--- config.mk ---
export PLATFORM = sky130hd
export DESIGN_NAME = ex_mem_stage
export DESIGN_NICKNAME = d
export VERILOG_FILES = /design/src/rtl/mips_pipe_pkg.sv /design/src/rtl/ex_mem_stage_pipe_slot.sv /design/src/rtl/ex_mem_stage.sv
export SDC_FILE = /design/constraint.sdc
export NUM_CORES = 1
export LEC_CHECK = 0
export CAP_MARGIN = 20
export CORE_MARGIN = 4
export CORE_UTILIZATION = 45
export DETAILED_ROUTE_END_ITERATION = 12
export PLACE_DENSITY = 0.94
export SKIP_LAST_GASP = 1
export SYNTH_ARGS = -nofsm -noshare
export SYNTH_HDL_FRONTEND = slang
export SYNTH_SLANG_ARGS = --single-unit
--- constraint.sdc ---
create_clock -name clk -period 4.3 [get_ports clk]
set_input_delay 0.645 -clock clk [delete_from_list [all_inputs] [get_ports clk]]
set_output_delay 0.645 -clock clk [all_outputs]
set_load 0.05 [all_outputs]
--- src/rtl/mips_pipe_pkg.sv ---
`default_nettype none
// ============================================================================
// Module   : mips_pipe_pkg
// Purpose  : Shared types and default widths for the MIPS pipeline registers.
// Revision : 1.0 - initial release
// ============================================================================
package mips_pipe_pkg;

    localparam int DATA_W_DEF     = 32;
    localparam int REG_ADDR_W_DEF = 5;
    localparam int CTRL_W         = 3;

    typedef struct packed {
        logic reg_write;
        logic mem_to_reg;
        logic mem_write;
    } ex_mem_ctrl_t;

endpackage : mips_pipe_pkg
`default_nettype wire

--- src/rtl/ex_mem_stage_pipe_slot.sv ---
`default_nettype none
// ============================================================================
// Module   : pipe_slot
// Purpose  : Payload register with clear (highest priority), load and hold.
// Revision : 1.0 - initial release
// ============================================================================
module pipe_slot #(
    parameter int W = 8
) (
    input  logic         clk,
    input  logic         reset,
    input  logic         i_load,
    input  logic         i_clear,
    input  logic [W-1:0] i_d,
    output logic [W-1:0] o_q
);

    logic [W-1:0] r_q;

    always_ff @(posedge clk) begin
        if (reset || i_clear) begin
            r_q <= '0;
        end else if (i_load) begin
            r_q <= i_d;
        end
    end

    assign o_q = r_q;

endmodule : pipe_slot
`default_nettype wire

--- src/rtl/ex_mem_stage.sv ---
`default_nettype none
// ============================================================================
// Module   : ex_mem_stage
// Purpose  : EX->MEM pipeline register with valid/ready, stall and flush.
//            Define EX_MEM_SKID_EN for a two-entry skid-buffered variant.
// Revision : 1.0 - initial release
// ============================================================================
module ex_mem_stage
    import mips_pipe_pkg::*;
#(
    parameter int DATA_W     = DATA_W_DEF,
    parameter int REG_ADDR_W = REG_ADDR_W_DEF
) (
    input  logic                  clk,
    input  logic                  reset,
    input  logic                  valid_e,
    output logic                  ready_e,
    input  logic                  reg_write_e,
    input  logic                  mem_to_reg_e,
    input  logic                  mem_write_e,
    input  logic [DATA_W-1:0]     alu_out_e,
    input  logic [DATA_W-1:0]     write_data_e,
    input  logic [REG_ADDR_W-1:0] write_reg_e,
    input  logic                  stall_m,
    input  logic                  flush_m,
    output logic                  valid_m,
    input  logic                  ready_m,
    output logic                  reg_write_m,
    output logic                  mem_to_reg_m,
    output logic                  mem_write_m,
    output logic [DATA_W-1:0]     alu_out_m,
    output logic [DATA_W-1:0]     write_data_m,
    output logic [REG_ADDR_W-1:0] write_reg_m
);

    localparam int c_PAY_W = CTRL_W + 2 * DATA_W + REG_ADDR_W;

    ex_mem_ctrl_t       w_ctrl_e;
    ex_mem_ctrl_t       w_ctrl_m;
    logic [c_PAY_W-1:0] w_pay_e;
    logic [c_PAY_W-1:0] w_pay_m;
    logic               w_rdy;
    logic               w_up;
    logic               w_dn;
    logic               r_valid_m;

    assign w_ctrl_e.reg_write  = reg_write_e;
    assign w_ctrl_e.mem_to_reg = mem_to_reg_e;
    assign w_ctrl_e.mem_write  = mem_write_e;
    assign w_pay_e = {w_ctrl_e, alu_out_e, write_data_e, write_reg_e};

    assign w_rdy = ready_m & ~stall_m;
    assign w_up  = valid_e & ready_e & ~flush_m;
    assign w_dn  = r_valid_m & w_rdy;

`ifdef EX_MEM_SKID_EN
    logic               r_skid_valid;
    logic               w_out_free;
    logic               w_out_load;
    logic               w_skid_load;
    logic [c_PAY_W-1:0] w_out_d;
    logic [c_PAY_W-1:0] w_skid_q;

    // Depends only on stored occupancy and the hazard stall, never on ready_m.
    assign ready_e     = ~r_skid_valid & ~stall_m;
    assign w_out_free  = ~r_valid_m | w_dn;
    assign w_out_load  = r_skid_valid ? w_dn : (w_up & w_out_free);
    assign w_out_d     = r_skid_valid ? w_skid_q : w_pay_e;
    assign w_skid_load = ~r_skid_valid & w_up & ~w_out_free;

    always_ff @(posedge clk) begin
        if (reset || flush_m) begin
            r_valid_m    <= 1'b0;
            r_skid_valid <= 1'b0;
        end else begin
            if (w_out_load) begin
                r_valid_m <= 1'b1;
            end else if (w_dn) begin
                r_valid_m <= 1'b0;
            end
            if (w_skid_load) begin
                r_skid_valid <= 1'b1;
            end else if (r_skid_valid && w_dn) begin
                r_skid_valid <= 1'b0;
            end
        end
    end

    pipe_slot #(.W(c_PAY_W)) u_skid_slot (
        .clk     (clk),
        .reset   (reset),
        .i_load  (w_skid_load),
        .i_clear (flush_m),
        .i_d     (w_pay_e),
        .o_q     (w_skid_q)
    );

    pipe_slot #(.W(c_PAY_W)) u_out_slot (
        .clk     (clk),
        .reset   (reset),
        .i_load  (w_out_load),
        .i_clear (flush_m),
        .i_d     (w_out_d),
        .o_q     (w_pay_m)
    );
`else
    assign ready_e = (~r_valid_m | w_rdy) & ~stall_m;

    always_ff @(posedge clk) begin
        if (reset || flush_m) begin
            r_valid_m <= 1'b0;
        end else if (w_up) begin
            r_valid_m <= 1'b1;
        end else if (w_dn) begin
            r_valid_m <= 1'b0;
        end
    end

    pipe_slot #(.W(c_PAY_W)) u_out_slot (
        .clk     (clk),
        .reset   (reset),
        .i_load  (w_up),
        .i_clear (flush_m),
        .i_d     (w_pay_e),
        .o_q     (w_pay_m)
    );
`endif

    assign {w_ctrl_m, alu_out_m, write_data_m, write_reg_m} = w_pay_m;

    // A bubble must never write the register file or memory.
    assign valid_m      = r_valid_m;
    assign reg_write_m  = w_ctrl_m.reg_write  & r_valid_m;
    assign mem_to_reg_m = w_ctrl_m.mem_to_reg & r_valid_m;
    assign mem_write_m  = w_ctrl_m.mem_write  & r_valid_m;

endmodule : ex_mem_stage
`default_nettype wire

==> results of run 1 <==
-- stage by stage --
stage               utilization, %  setup slack (ns)  std cells  total power, W
floorplan                        -              2.32        392        0.000822
global placement              58.1              1.51        556        0.000894
detailed placement            58.1              1.44        556        0.000897
CTS                           60.5              1.52        571         0.00140
global route                  60.5              1.49        571         0.00145
finish                        60.5              1.53        571         0.00138
-- cell type report --
class / count / area (um2) / share of cell area (%)
multi-input cells: 226 / 1340 / 28.9
flip-flops and latches: 73 / 1460 / 31.4
clock inverters: 6 / 60.1 / 1.29
inverters: 1 / 3.75 / 0.0807
well taps: 102 / 128 / 2.74
clock buffers: 9 / 124 / 2.66
repair buffers: 154 / 1530 / 33.0
-- flip-flops by register name, indices dropped and copies added, names as in the netlist --
name / count
u_out_slot.o_q: 72
valid_m: 1
-- metal layers --
metal	up-vias	part of all wire (%)	GRT usage (%)
met5	-	0	0
met4	0	2.4	7.56
met3	17	6.6	5.19
met2	92	50	27.1
met1	1158	41	16.9
li1	1315	-	-
-- critical path: stages --
cell	delay [ns]
clkdlybuf4s50_1	0.54
nor2b_4	0.06
nor2_1	0.08
clkdlybuf4s50_1	0.80
-- worst max-delay path by stage --
stage | startpoint | endpoint | depth (start not counted)
CTS | ready_m | ready_e | 4
floorplan | valid_m$_SDFFE_PP0P_ | ready_e | 2
global route | ready_m | ready_e | 4
detailed placement | ready_m | u_out_slot.o_q[29]$_SDFFE_PP0P_ | 5
global placement | ready_m | u_out_slot.o_q[51]$_SDFFE_PP0P_ | 5
finish | ready_m | ready_e | 4
-- cells by family after synthesis --
group / synth area share, %
and+or+nand+nor: 17.1
AOI/OAI and AO/OA: 0.283
DFF: 41.3
muxes: 20.4
buffers and inverters: 20.9
-- cells in the final DEF (no fill, tap or decap) --
cell,count
clkbuf_8,9
nor2_1,1
nor2_4,1
clkdlybuf4s50_1,151
inv_1,1
and2_2,3
bufinv_16,1
nand2_1,144
or4b_4,1
clkinvlp_4,2
buf_4,3
o21ai_0,1
clkinv_2,3
dfxtp_1,73
mux2i_1,72
or2_2,1
nor2b_4,1
a21oi_1,1
-- power by group through the flow --
stage          Sequential [W]  Combinational, W  Clock, W
2_1_floorplan        0.000705          0.000116         0
3_3_place_gp         0.000706          0.000188         0
3_5_place_dp         0.000706          0.000191         0
4_1_cts              0.000691          0.000192  0.000520
5_1_grt              0.000692          0.000202  0.000552
6_report             0.000691          0.000190  0.000499
==> impl_results.md, run 1 <==
- Status: complete, no violations
- Asr flop ratio synth: 0%
- Number of warnings issued by yosys: 0
- CTS Buf Count: 9
- Most common cell in the netlist: nand2_1
- Post-synth top area share: 41.3%
- Mapped Area: 3540 um2
- Post-route cell area: 4650 um2
- CP arrival: 2.12 ns
- Avg WL per Cell: 12.7 um
- CP Class: input port to output pin
- HP Start: u_out_slot.o_q[57]$_SDFFE_PP0P_
- Hold endpoint: u_out_slot.o_q[57]$_SDFFE_PP0P_
- Yosys reg bits: 73
- Hold Vio Cnt, Final: 0
- Tcrit/Tclk final: 64.4%
- Clock Sinks: 73
- Synth area leader: dfxtp_1
- Reg2Reg Depth: 4
- Via density per instance: 4.52
- Largest fanout on the critical path: 2
- Effective utilization at floorplan: 46.0%
- Main synth FF type: dfxtp_1
- Clk_lat worst skew: 0.33 ns
- Worst Clk Skew: 0.00853 ns
- Area Overhead vs Synth: 31.6%
- Placed cell area: 4470 um2
- 1st-iter DRT viols: 42
- Clock share of power: 36.2%
- Fillers: 668
- Grt ovf: 0
- Total wire length: 7.27 mm
- TritonRoute pass-1 iters: 4
- Unrepaired setup endpoints after global routing: false
- Fmax: 0.361 GHz
- Core area: 7690 um2
- Root buf cell: clkbuf_8
- Worst IR Drop VDD: 189 uV
- Placer Congestion: 0.777
- Die area: 9340 um2
- Switch share: 24.1%
- I/O Pins: 152
- Final ANT Viol Nets: 0
- Internal Power: 0.00105 W
- Gate Count Post-Synth: 392
- GRT Overall Usage: 15.6%
- Unique masters post-synth: 15
- R2R setup slack: 2.17 ns
- Post-layout minimum cycle time: 2.77 ns
- Sequential Power Share: 50.1%
- Vias in the first global route: 2,691
- Sequential-to-total area share from yosys stat: 41.3%
- Max-slew violation count: 0
- Commonest cells in the netlist: nand2_1 (144), dfxtp_1 (73), mux2i_1 (72)
- DR DRC count: 0
- Depth of the worst hold-timing path: 2
- Switching power: 0.000333 W
- RR Endpoint: u_out_slot.o_q[59]$_SDFFE_PP0P_
- First-pass GRT wire length: 12.2 mm
- Post-synth EDFFs: 0
- CTS H-tree lvls: 3
- Setup tns final: 0 ns
- Power Dens Cells: 297 nW/um2
- Resized Gates After CTS: 0
- # hold bufs at CTS: 0
- Rel. slew slack: 56.7%
- Chip height: 96.6 um
- Final Setup Violations: 0
- Max_cap viols: 0
- Leakage: 2.04 nW
- Worst EP required: 3.65 ns
- Reg clk slew, reported paths: 0.07 ns
- Fraction of layout cells with a size suffix above 1: 5.33%
- # diodes: 0
- Gate power share: 13.7%
- Placement Rows: 32
- Via count: 2,582
- Worst hold margin: 0.460 ns
- Measured slew at the worst slew-check pin: 0.650 ns
- Total nets after synthesis: 470
- Die span in x: 96.6 um
- Port buffer count: 151
- Mapped Avg Cell Area: 9.02 um2
- Pin count of the biggest net entering global routing: 74
- Initial antenna violation count: 0
- Reg2Reg Launch Point: valid_m$_SDFFE_PP0P_
- Final #Nets: 543
- HPWL Detailed: 5.37 mm
- CP Capture Type: output pin
- Worst min-delay path category: flop to flop
- Largest cells by area after synthesis: dfxtp_1 (41%), mux2i_1 (20%), nand2_1 (15%)
- Post-CTS Setup Bufs: 0
- CTS tree: built
- Setup crit start kind: input port
- Max clock buf depth: 2
No activity file was read; power rests on OpenSTA's default activity.
==> inputs of run 2 (changes only) <==
CORE_UTILIZATION = 38   (was 45)
PLACE_DENSITY = 0.86   (was 0.94)
clock period = 2.4 ns   (was 4.3 ns; I/O delays follow)
==> impl_results.md, run 2 (synthesized netlist as in run 1, its figures left out) <==
- Status: complete, no violations
- Worst Clk Skew: 0.00316 ns
- Die span in x: 104 um
- Rel. slew slack: 63.9%
- CTS H-tree lvls: 3
- First-pass GRT wire length: 11.9 mm
- Depth of the worst hold-timing path: 2
- Max stage delay cell, worst path: clkdlybuf4s50_1
- GRT Overall Usage: 13.3%
- Initial antenna violation count: 0
- Max clock buf depth: 2
- Setup crit start kind: flop
- Fmax: 0.485 GHz
- Placer Congestion: 0.701
- Commonest non-fill, non-tap cells in the layout: clkdlybuf4s50_1 (150), nand2_1 (144), dfxtp_1 (73)
- Max-slew violation count: 0
- Power Dens Cells: 541 nW/um2
- DR DRC count: 0
- Largest fanout on the critical path: 6
- TritonRoute pass-1 iters: 4
- Effective utilization at floorplan: 39.8%
- Reg2Reg Launch Point: valid_m$_SDFFE_PP0P_
- Reg clk slew, reported paths: 0.07 ns
- Pin count of the biggest net entering global routing: 91
- Vias in the first global route: 2,532
- Avg WL per Cell: 12.8 um
- CP cell instances: and2_2 -> clkdlybuf4s50_1
- CP arrival: 1.70 ns
- CP Class: flop to output pin
- Worst EP required: 2.04 ns
- CTS tree: built
- Die area: 10,900 um2
- Setup tns final: 0 ns
- Via count: 2,568
- Multi-input logic area: 1340 um2
- Worst IR Drop VDD: 271 uV
- Resized Gates After CTS: 0
- Final #Nets: 543
- Clk_lat worst skew: 0.33 ns
- Clock Sinks: 73
- Final Setup Violations: 0
- Area Overhead vs Synth: 32.8%
- # hold bufs at CTS: 0
- I/O Pins: 152
- Post-CTS Setup Bufs: 0
- Port buffer count: 151
- Hold Vio Cnt, Final: 0
- Max reg flops: 72
- Fraction of layout cells with a size suffix above 1: 5.33%
- RR Endpoint: u_out_slot.o_q[38]$_SDFFE_PP0P_
- 1st-iter DRT viols: 62
- Total wire length: 7.40 mm
- Placement Rows: 34
- Via density per instance: 4.45
- CP Capture Type: output pin
- Unrepaired setup endpoints after global routing: false
- Worst min-delay path category: flop to flop
- Grt ovf: 0
- R2R setup slack: 0.80 ns
- Max_cap viols: 0
- HP Start: u_out_slot.o_q[64]$_SDFFE_PP0P_
- Tot Pwr: 0.00254 W
- Crit-path max cell delay: 0.81 ns
- Measured slew at the worst slew-check pin: 0.540 ns
- Final ANT Viol Nets: 0
- Tcrit/Tclk final: 85.9%
- Core area: 8890 um2
- HPWL Detailed: 5.40 mm
- Reg2Reg Depth: 4
- # diodes: 0
- Root buf cell: clkbuf_8
- Hold endpoint: u_out_slot.o_q[64]$_SDFFE_PP0P_
- CTS Buf Count: 9
- FF/Latch Area: 1460 um2
- Leakage: 2.06 nW
- Post-layout minimum cycle time: 2.06 ns
- Leading cell type in the layout, fill and taps excluded: clkdlybuf4s50_1
- Fillers: 790
- Chip height: 104 um
## run 2: metal layers
metal,track usage [%],routed length (um),share of wire [%]
met1,14.8,3100,42
met2,22.8,3570,48
met3,5.15,608,8.2
met4,4.94,123,1.7
met5,0,0,0
## run 2: worst max-delay path: cells and delay by family, from the launching register on
family / cells / cell delay (ns)
and+or+nand+nor: 1 / 0.17
DFF: 1 / 0.39
buffers and inverters: 1 / 0.81
## run 2: how the worst max path moves through the flow
| stage | from | to | slack [ns] | depth (start not counted) |
|---|---|---|---|---|
| 4_1_cts | valid_m$_SDFFE_PP0P_ | reg_write_m | 0.30 | 2 |
| 2_1_floorplan | valid_m$_SDFFE_PP0P_ | u_out_slot.o_q[0]$_SDFFE_PP0P_ | 0.69 | 5 |
| 5_1_grt | valid_m$_SDFFE_PP0P_ | reg_write_m | 0.24 | 2 |
| 3_3_place_gp | ready_m | u_out_slot.o_q[51]$_SDFFE_PP0P_ | 0.38 | 5 |
| 6_report | valid_m$_SDFFE_PP0P_ | reg_write_m | 0.34 | 2 |
| 3_5_place_dp | ready_m | u_out_slot.o_q[38]$_SDFFE_PP0P_ | 0.32 | 5 |
## run 2: area by class of cell
class                      count  area share, %
inverter                       1         0.0800
timing repair buffer         154           33.2
tap                          108           2.88
multi-input combinational    226           28.6
sequential                    73           31.1
clock inverter                 3          0.853
clock buffer                  12           3.30
## run 2: per-stage QoR
stage	hold WS [ns]	cells	setup WS, ns	cell area [um2]	util (%)
final	0.457	577	0.338	4690	52.8
after global routing	0.478	577	0.242	4690	52.8
after CTS	0.461	577	0.296	4690	52.8
after detailed placement	0.451	562	0.322	4500	50.6
after global placement	0.443	562	0.376	4500	50.6
after floorplan	0.433	392	0.691	3540	-
## run 2: power breakdown
part | internal (W) | total (W) | switching [W]
clock | 0.000529 | 0.000956 | 0.000427
sequential | 0.00123 | 0.00124 | 0.00000910
combinational | 0.000182 | 0.000345 | 0.000163
==> inputs of run 3 (changes only) <==
CORE_UTILIZATION = 43   (was 38)
PLACE_DENSITY = 0.91   (was 0.86)
clock period = 2.2 ns   (was 2.4 ns; I/O delays follow)
==> impl_results.md, run 3 (synthesized netlist as in run 1, its figures left out) <==
- Reg2Reg Depth: 4
- Placed cell area: 4500 um2
- Max clock buf depth: 2
- Max stage delay cell, worst path: clkdlybuf4s50_1
- Reg2Reg Launch Point: valid_m$_SDFFE_PP0P_
- Clock Sinks: 73
- Area Overhead vs Synth: 31.8%
- DR DRC count: 0
- Fillers: 691
- Fraction of layout cells with a size suffix above 1: 5.11%
- RR Endpoint: u_out_slot.o_q[58]$_SDFFE_PP0P_
- Via count: 2,576
- Max reg flops: 72
- Die area: 9740 um2
- Rel. slew slack: 64.1%
- Post-route cell area: 4660 um2
- Core area: 7850 um2
- Cells after DPL: 556
- TritonRoute pass-1 iters: 4
- Max_cap viols: 0
- Clk_lat worst skew: 0.33 ns
- Die span in x: 98.7 um
- Unrepaired setup endpoints after global routing: false
- Max-slew violation count: 0
- Hold Vio Cnt, Final: 0
- R2R setup slack: 0.55 ns
- Fmax: 0.494 GHz
- CTS H-tree lvls: 3
- Delay-heaviest family, CP: buffers and inverters
- Chip height: 98.7 um
- Leading cell type in the layout, fill and taps excluded: clkdlybuf4s50_1
- Status: complete, no violations
- WP buf/inv: 1
- I/O Pins: 152
- Resized Gates After CTS: 0
- Total wire length: 7.49 mm
- Leakage: 2.05 nW
- Setup crit start kind: flop
- # hold bufs at CTS: 0
- # diodes: 0
- Port buffer count: 151
- Tcrit/Tclk final: 92.0%
- First-pass GRT wire length: 12.2 mm
- Measured slew at the worst slew-check pin: 0.537 ns
- Power Dens Cells: 555 nW/um2
- Worst min-delay path category: flop to flop
- CTS tree: built
- Final ANT Viol Nets: 0
- Pin count of the biggest net entering global routing: 92
- CTS Buf Count: 9
- HPWL Detailed: 5.53 mm
- Placer Congestion: 0.732
- Grt ovf: 0
- CP Class: flop to output pin
- Vias in the first global route: 2,617
- CP cell instances: and2_2 -> clkdlybuf4s50_1
- Placement Rows: 32
- Worst EP required: 1.87 ns
- CP Capture Type: output pin
- Initial antenna violation count: 0
- Commonest non-fill, non-tap cells in the layout: clkdlybuf4s50_1 (150), nand2_1 (144), dfxtp_1 (73)
- HP Start: u_out_slot.o_q[14]$_SDFFE_PP0P_
- Worst Clk Skew: 0.00650 ns
- Hold endpoint: u_out_slot.o_q[14]$_SDFFE_PP0P_
- Post-CTS Setup Bufs: 0
- Number of standard cells in the final layout excluding fillers: 572
- Post-layout minimum cycle time: 2.02 ns
- 1st-iter DRT viols: 79
- Worst IR Drop VDD: 264 uV
- Largest fanout on the critical path: 6
- Root buf cell: clkbuf_8
- Final Setup Violations: 0
- Via density per instance: 4.50
- Crit-path max cell delay: 0.80 ns
- CP arrival: 1.69 ns
- Depth of the worst hold-timing path: 2
- Setup tns final: 0 ns
- Final #Nets: 543
- Effective utilization at floorplan: 45.1%
- GRT Overall Usage: 15.2%
- Reg clk slew, reported paths: 0.07 ns
- Avg WL per Cell: 13.1 um
-- run 3: power breakdown --
part           switching, W  internal, W  total (W)
Combinational      0.000179     0.000201   0.000380
Clock              0.000452     0.000403   0.000855
Sequential        0.0000102      0.00134    0.00135
Total              0.000640      0.00194    0.00258
-- run 3: final cells by class --
cell class | instances | area, um2 | share of cell area [%]
clock buffer | 12 | 135 | 2.90
sequential | 73 | 1460 | 31.4
tap | 102 | 128 | 2.74
multi-input combinational | 226 | 1340 | 28.8
timing repair buffer | 154 | 1570 | 33.7
inverter | 1 | 3.75 | 0.0806
clock inverter | 4 | 20.0 | 0.430
-- run 3: per-layer routing --
metal	vias up	GRT usage, %	part of all wire (%)
met5	-	0	0
met4	0	4.52	1.1
met3	8	5.87	8.6
met2	102	26.4	49
met1	1153	17.3	41
li1	1313	-	-
-- run 3: worst max-delay path by stage --
| stage | start | endpoint | slack, ns | depth (start not counted) |
|---|---|---|---|---|
| 2_1_floorplan | valid_m$_SDFFE_PP0P_ | u_out_slot.o_q[0]$_SDFFE_PP0P_ | 0.49 | 5 |
| 3_3_place_gp | ready_m | u_out_slot.o_q[42]$_SDFFE_PP0P_ | 0.21 | 5 |
| 3_5_place_dp | ready_m | u_out_slot.o_q[38]$_SDFFE_PP0P_ | 0.17 | 5 |
| 4_1_cts | valid_m$_SDFFE_PP0P_ | mem_write_m | 0.15 | 2 |
| 5_1_grt | valid_m$_SDFFE_PP0P_ | reg_write_m | 0.09 | 2 |
| 6_report | valid_m$_SDFFE_PP0P_ | mem_to_reg_m | 0.18 | 2 |
-- run 3: stage by stage --
step / util (%) / power, W / hold WS (ns) / setup WS [ns]
after floorplan: - / 0.00161 / 0.433 / 0.491
after global placement: 57.4 / 0.00176 / 0.442 / 0.208
after CTS: 59.4 / 0.00263 / 0.463 / 0.145
after detailed placement: 57.4 / 0.00176 / 0.453 / 0.168
final: 59.4 / 0.00258 / 0.459 / 0.176
after global routing: 59.4 / 0.00272 / 0.476 / 0.0882
-- run 3: worst register-to-register path, cell delays in order, from the launching register on --
cell and delay [ns]:
dfxtp_1 0.35, nor2b_4 0.14, or4b_4 0.49, buf_12 0.25, mux2i_1 0.28
==> RTL edit 1, RTL diff (flow settings as in run 2) <==
`DATA_W_DEF`: 32 -> 24.
--- a/src/rtl/mips_pipe_pkg.sv
+++ b/src/rtl/mips_pipe_pkg.sv
@@ -6,7 +6,7 @@
 // ============================================================================
 package mips_pipe_pkg;
 
-    localparam int DATA_W_DEF     = 32;
+    localparam int DATA_W_DEF     = 24;
     localparam int REG_ADDR_W_DEF = 5;
     localparam int CTRL_W         = 3;
 
Ports: changed (resized alu_out_e, alu_out_m, write_data_e and write_data_m); port bits go from 152 to 120. No check against the original RTL was run, so the function may have changed too.
==> RTL edit 1 against run 2 <==
- cell area shrank 20%
- sequential cell count is 16 lower
- total power down 17%
- clock skew increased by 0.0014 ns
- count of clock-buffer cells in the layout rose by 1
- wire length decreased by 25%
- synthesized area is 24% lower
- worst setup slack better by 0.019 ns
- sequential share of layout area down 0.59 points
- largest power group unchanged
==> RTL edit 1: results <==
group,metric,value,unit
final_layout,layout-drive-gt1-share,5.60,%
clocking,ctsResizeCount,0,
synthesis,syn_nets,370,
sta,finClkSkew,0.00458,ns
final_layout,diodes,0,
power,vdd_drop_max,0.361,mV
routing,wl_per_cell,11.8,µm
min_path,hp-class,"flip-flop to flip-flop",
grt,grt_pass1_wl,8.92,mm
worst_setup_path,critical_path_arrival,1.68,ns
synthesis,ys_types,15,
final_layout,nets,432,
synthesis,seq_area_frac_synth,42.5,%
synthesis,netlist_area,2690,µm²
worst_setup_path,critPathMaxFanout,6,
clocking,cts-root-buf,"clkbuf_8",
final_layout,largest_reg_flops,56,
placement,gp_congestion,0.677,
clocking,ctsLongestPathBuffers,2,
synthesis,synthTopCellsByCount,"112 x nand2_1, 57 x dfxtp_1, 56 x mux2i_1",
clocking,clock_insertion_delay_worst_skew,0.32,ns
synthesis,synth_top_area_cell,"dfxtp_1",
placement,hpwlAfterDp,4.11,mm
grt,grt_util_all_layers,13.0,%
power,p_leak,1.64,nW
clocking,htree_levels,3,
grt,grt_max_degree,61,
routing,first_iter_violations,24,
synthesis,ys_top_cells_by_area,"dfxtp_1 42%, mux2i_1 21%, nand2_1 16%",
clocking,cts-buffers-inserted,9,
routing,dr.pass1.iters,3,
routing,vias,2021,
outcome,status,"completed",
final_layout,nFillCells,634,
power,internal_power,1.61,mW
grt,antenna_found_initial,0,
worst_setup_path,r2r_cells,4,
synthesis,yosysWarningCount,0,
clocking,post_cts_buffers,0,
grt,grt_pass1_vias,1920,
sta,worstMarginPinSlew,0.528,ns
placement,pre_cts_ws,0.337,ns
clocking,path_clk_slew,0.07,ns
min_path,hold_depth,2,
placement,port_buffers,119,
synthesis,async_flop_share,0,%
RTL edit 1: changes by cell type after synthesis, moves of 3 or more:
cell / before / now
nand2_1: 144 / 112
buf_4: 69 / 53
dfxtp_1: 73 / 57
mux2i_1: 72 / 56
buf_12: 8 / 0
buf_6: 0 / 4
and2_1: 0 / 3
and2_2: 3 / 0
RTL edit 1: area by class of cell:
class	instances	area (µm²)	share of cell area [%]
multi-input combinational	178	1050	28.1
sequential	57	1140	30.5
clock buffer	13	149	3.99
inverter	1	3.75	0.100
timing repair buffer	123	1230	33.0
tap	96	120	3.22
clock inverter	3	40.0	1.07
RTL edit 1: cell families after synthesis:
kind of cell           Yosys count  synth area share (%)
multiplexers                    56                  20.9
AND/OR/NAND/NOR                120                  17.5
AO/OA/AOI/OAI                    2                 0.372
buffers and inverters           73                  18.8
flip-flops                      57                  42.5
RTL edit 1: worst paths after layout:
kind / from / end / slack [ns]
worst max-delay path: valid_m / reg_write_m / 0.36
worst min-delay path: u_out_slot.o_q[55] / u_out_slot.o_q[55] / 0.45
worst max register to register: valid_m / u_out_slot.o_q[2] / 0.78
worst min register to register: u_out_slot.o_q[55] / u_out_slot.o_q[55] / 0.45
RTL edit 1: per-layer routing:
layer / share of wire, % / global-route usage, % / vias to the layer above
li1: - / - / 1043
met1: 42 / 15.1 / 894
met2: 47 / 21.0 / 74
met3: 8.8 / 5.17 / 10
met4: 1.8 / 6.19 / 0
met5: 0 / 0 / -
RTL edit 1: worst max-delay path: stages, from the launching register on:
cell and delay, ns:
dfxtp_1 0.41, and2_1 0.15, clkdlybuf4s50_1 0.80
RTL edit 1: power groups by stage:
stage / registers, mW / logic (mW) / clock network [mW]
2_1_floorplan: 0.987 / 0.151 / 0
3_3_place_gp: 0.987 / 0.272 / 0
3_5_place_dp: 0.988 / 0.274 / 0
4_1_cts: 0.967 / 0.275 / 0.892
5_1_grt: 0.968 / 0.289 / 0.936
6_report: 0.967 / 0.271 / 0.860
RTL edit 1: per-stage QoR:
step	power, mW	hold slack [ns]	std cells	cell area, µm²	utilization (%)
floorplan	1.14	0.433	308	2690	-
global placement	1.26	0.441	455	3550	51.9
detailed placement	1.26	0.451	455	3550	51.9
CTS	2.13	0.461	471	3740	54.7
global route	2.19	0.470	471	3740	54.7
finish	2.10	0.455	471	3740	54.7
==> RTL edit 2, RTL diff (config.mk and constraints of run 2) <==
Made on the original files. Add a define of `EX_MEM_SKID_EN`.
--- a/src/rtl/ex_mem_stage.sv
+++ b/src/rtl/ex_mem_stage.sv
@@ -5,6 +5,8 @@
 //            Define EX_MEM_SKID_EN for a two-entry skid-buffered variant.
 // Revision : 1.0 - initial release
 // ============================================================================
+`define EX_MEM_SKID_EN
+
 module ex_mem_stage
     import mips_pipe_pkg::*;
 #(
Behaviour: not the same (a bounded check fails within 4 cycles, from zero or initial values).
==> RTL edit 2 against run 2 <==
- sequential cell count is 73 higher
- cell area is 110% higher
- first-iteration DRC count grew to 8.4 times the old value
- sequential power is 99% higher
- clock power grew to 3.2 times the old value
- utilization is 4.7 points lower
- count of clock-buffer cells in the layout is 9 higher
- total power is 150% higher
- worst setup slack worse by 0.11 ns
- largest cell class is now multi-input gates
- synthesized area is 120% higher
- hold slack better by 0.0017 ns
- wire length grew to 2.9 times the old value
==> RTL edit 2: results <==
group,metric,value,unit
routing,vias,6833,
worst_setup_path,crit_family,"buffers and inverters",
placement,gp_congestion,0.759,
sta,worstMarginPinSlew,0.718,ns
synthesis,syn_nets,991,
final_layout,nets,1016,
synthesis,synthTopCellsByCount,"146 x dfxtp_1, 127 x o21ai_0, 84 x clkbuf_1",
outcome,status,"completed",
worst_setup_path,r2r-end,"u_skid_slot.o_q[15]",
placement,hpwlAfterDp,13.0,mm
synthesis,ys_types,27,
clocking,ctsLongestPathBuffers,2,
worst_setup_path,critPathCapture,"ready_e",
clocking,clock_insertion_delay_worst_skew,0.41,ns
synthesis,seq_area_frac_synth,37.2,%
grt,antenna_found_initial,1,
power,vdd_drop_max,0.436,mV
placement,place_area,9080,µm²
worst_setup_path,critPathMaxFanout,36,
worst_setup_path,critical_path_arrival,1.81,ns
clocking,cts-root-buf,"clkbuf_16",
grt,grt_max_degree,145,
worst_setup_path,cp-startpoint,"r_skid_valid",
power,p_leak,2.92,nW
grt,grt_pass1_wl,34.6,mm
routing,first_iter_violations,523,
routing,wl_per_cell,17.3,µm
clocking,cts-buffers-inserted,17,
final_layout,layout-drive-gt1-share,15.1,%
sta,finClkSkew,0.00785,ns
routing,dr.pass1.iters,6,
worst_setup_path,r2r_slack,0.51,ns
grt,grt_pass1_vias,6656,
grt,grt_util_all_layers,17.9,%
worst_setup_path,crit_slowest_cell,"dfxtp_4",
synthesis,ys_top_cells_by_area,"dfxtp_1 37%, a221oi_2 13%, o21ai_0 8.1%",
[RTL edit 2: worst min-delay path by stage]
stage / to / slack (ns) / start
3_5_place_dp: u_out_slot.o_q[67] / 0.45 / u_out_slot.o_q[67]
6_report: u_out_slot.o_q[0] / 0.46 / u_out_slot.o_q[0]
4_1_cts: u_out_slot.o_q[0] / 0.46 / u_out_slot.o_q[0]
2_1_floorplan: u_out_slot.o_q[69] / 0.44 / u_out_slot.o_q[69]
3_3_place_gp: u_out_slot.o_q[70] / 0.45 / u_out_slot.o_q[70]
5_1_grt: u_out_slot.o_q[70] / 0.47 / u_out_slot.o_q[70]
[RTL edit 2: logic make-up (layout without fill, tap and decap cells)]
group / Yosys count / after routing / synth area share [%]
other cells: 0 / 1 / 0
simple gates: 158 / 158 / 11.7
buf+inv: 245 / 282 / 16.6
compound gates: 364 / 364 / 34.6
flops: 146 / 146 / 37.2
[RTL edit 2: worst min-delay path: cells and delay by family, from the launching register on]
family | cells | cell delay (ns)
AO/OA/AOI/OAI | 1 | 0.05
buffers and inverters | 1 | 0.06
flip-flops | 1 | 0.31
[RTL edit 2: cell type report]
class                   count  area, µm²
repair buffers            178       1870
diodes                      1       2.50
clock inverters            10        204
well taps                 270        338
inverters                  73        274
flip-flops and latches    146       2930
clock buffers              21        470
fillers                  1856      10500
multi-input cells         522       3670
[RTL edit 2: timing repair]
item,CTS,global route
setup endpoints to repair,1,0
resized for setup,1,0
hold buffers,0,0
[RTL edit 2: power breakdown]
group	internal (mW)	switching (mW)	leakage, nW	total, mW
logic	0.283	0.431	1.41	0.714
clock network	2.03	1.03	0.333	3.06
registers	2.45	0.0168	1.18	2.47
total	4.76	1.48	2.92	6.24
[RTL edit 2: routing by layer]
metal  wire length (µm)  GRT usage, %
met1               8730          21.5
met2              10700          31.5
met3               1180          3.70
met4                517          6.93
met5                  0             0
[RTL edit 2: metrics by stage]
step	setup slack, ns	hold WS [ns]	std cells	util, %
after global placement	0.206	0.446	1189	44.7
after detailed placement	0.160	0.449	1189	44.7
after floorplan	0.432	0.438	913	-
final	0.232	0.459	1221	48.1
after CTS	0.150	0.460	1220	48.1
after global routing	0.0864	0.474	1221	48.1
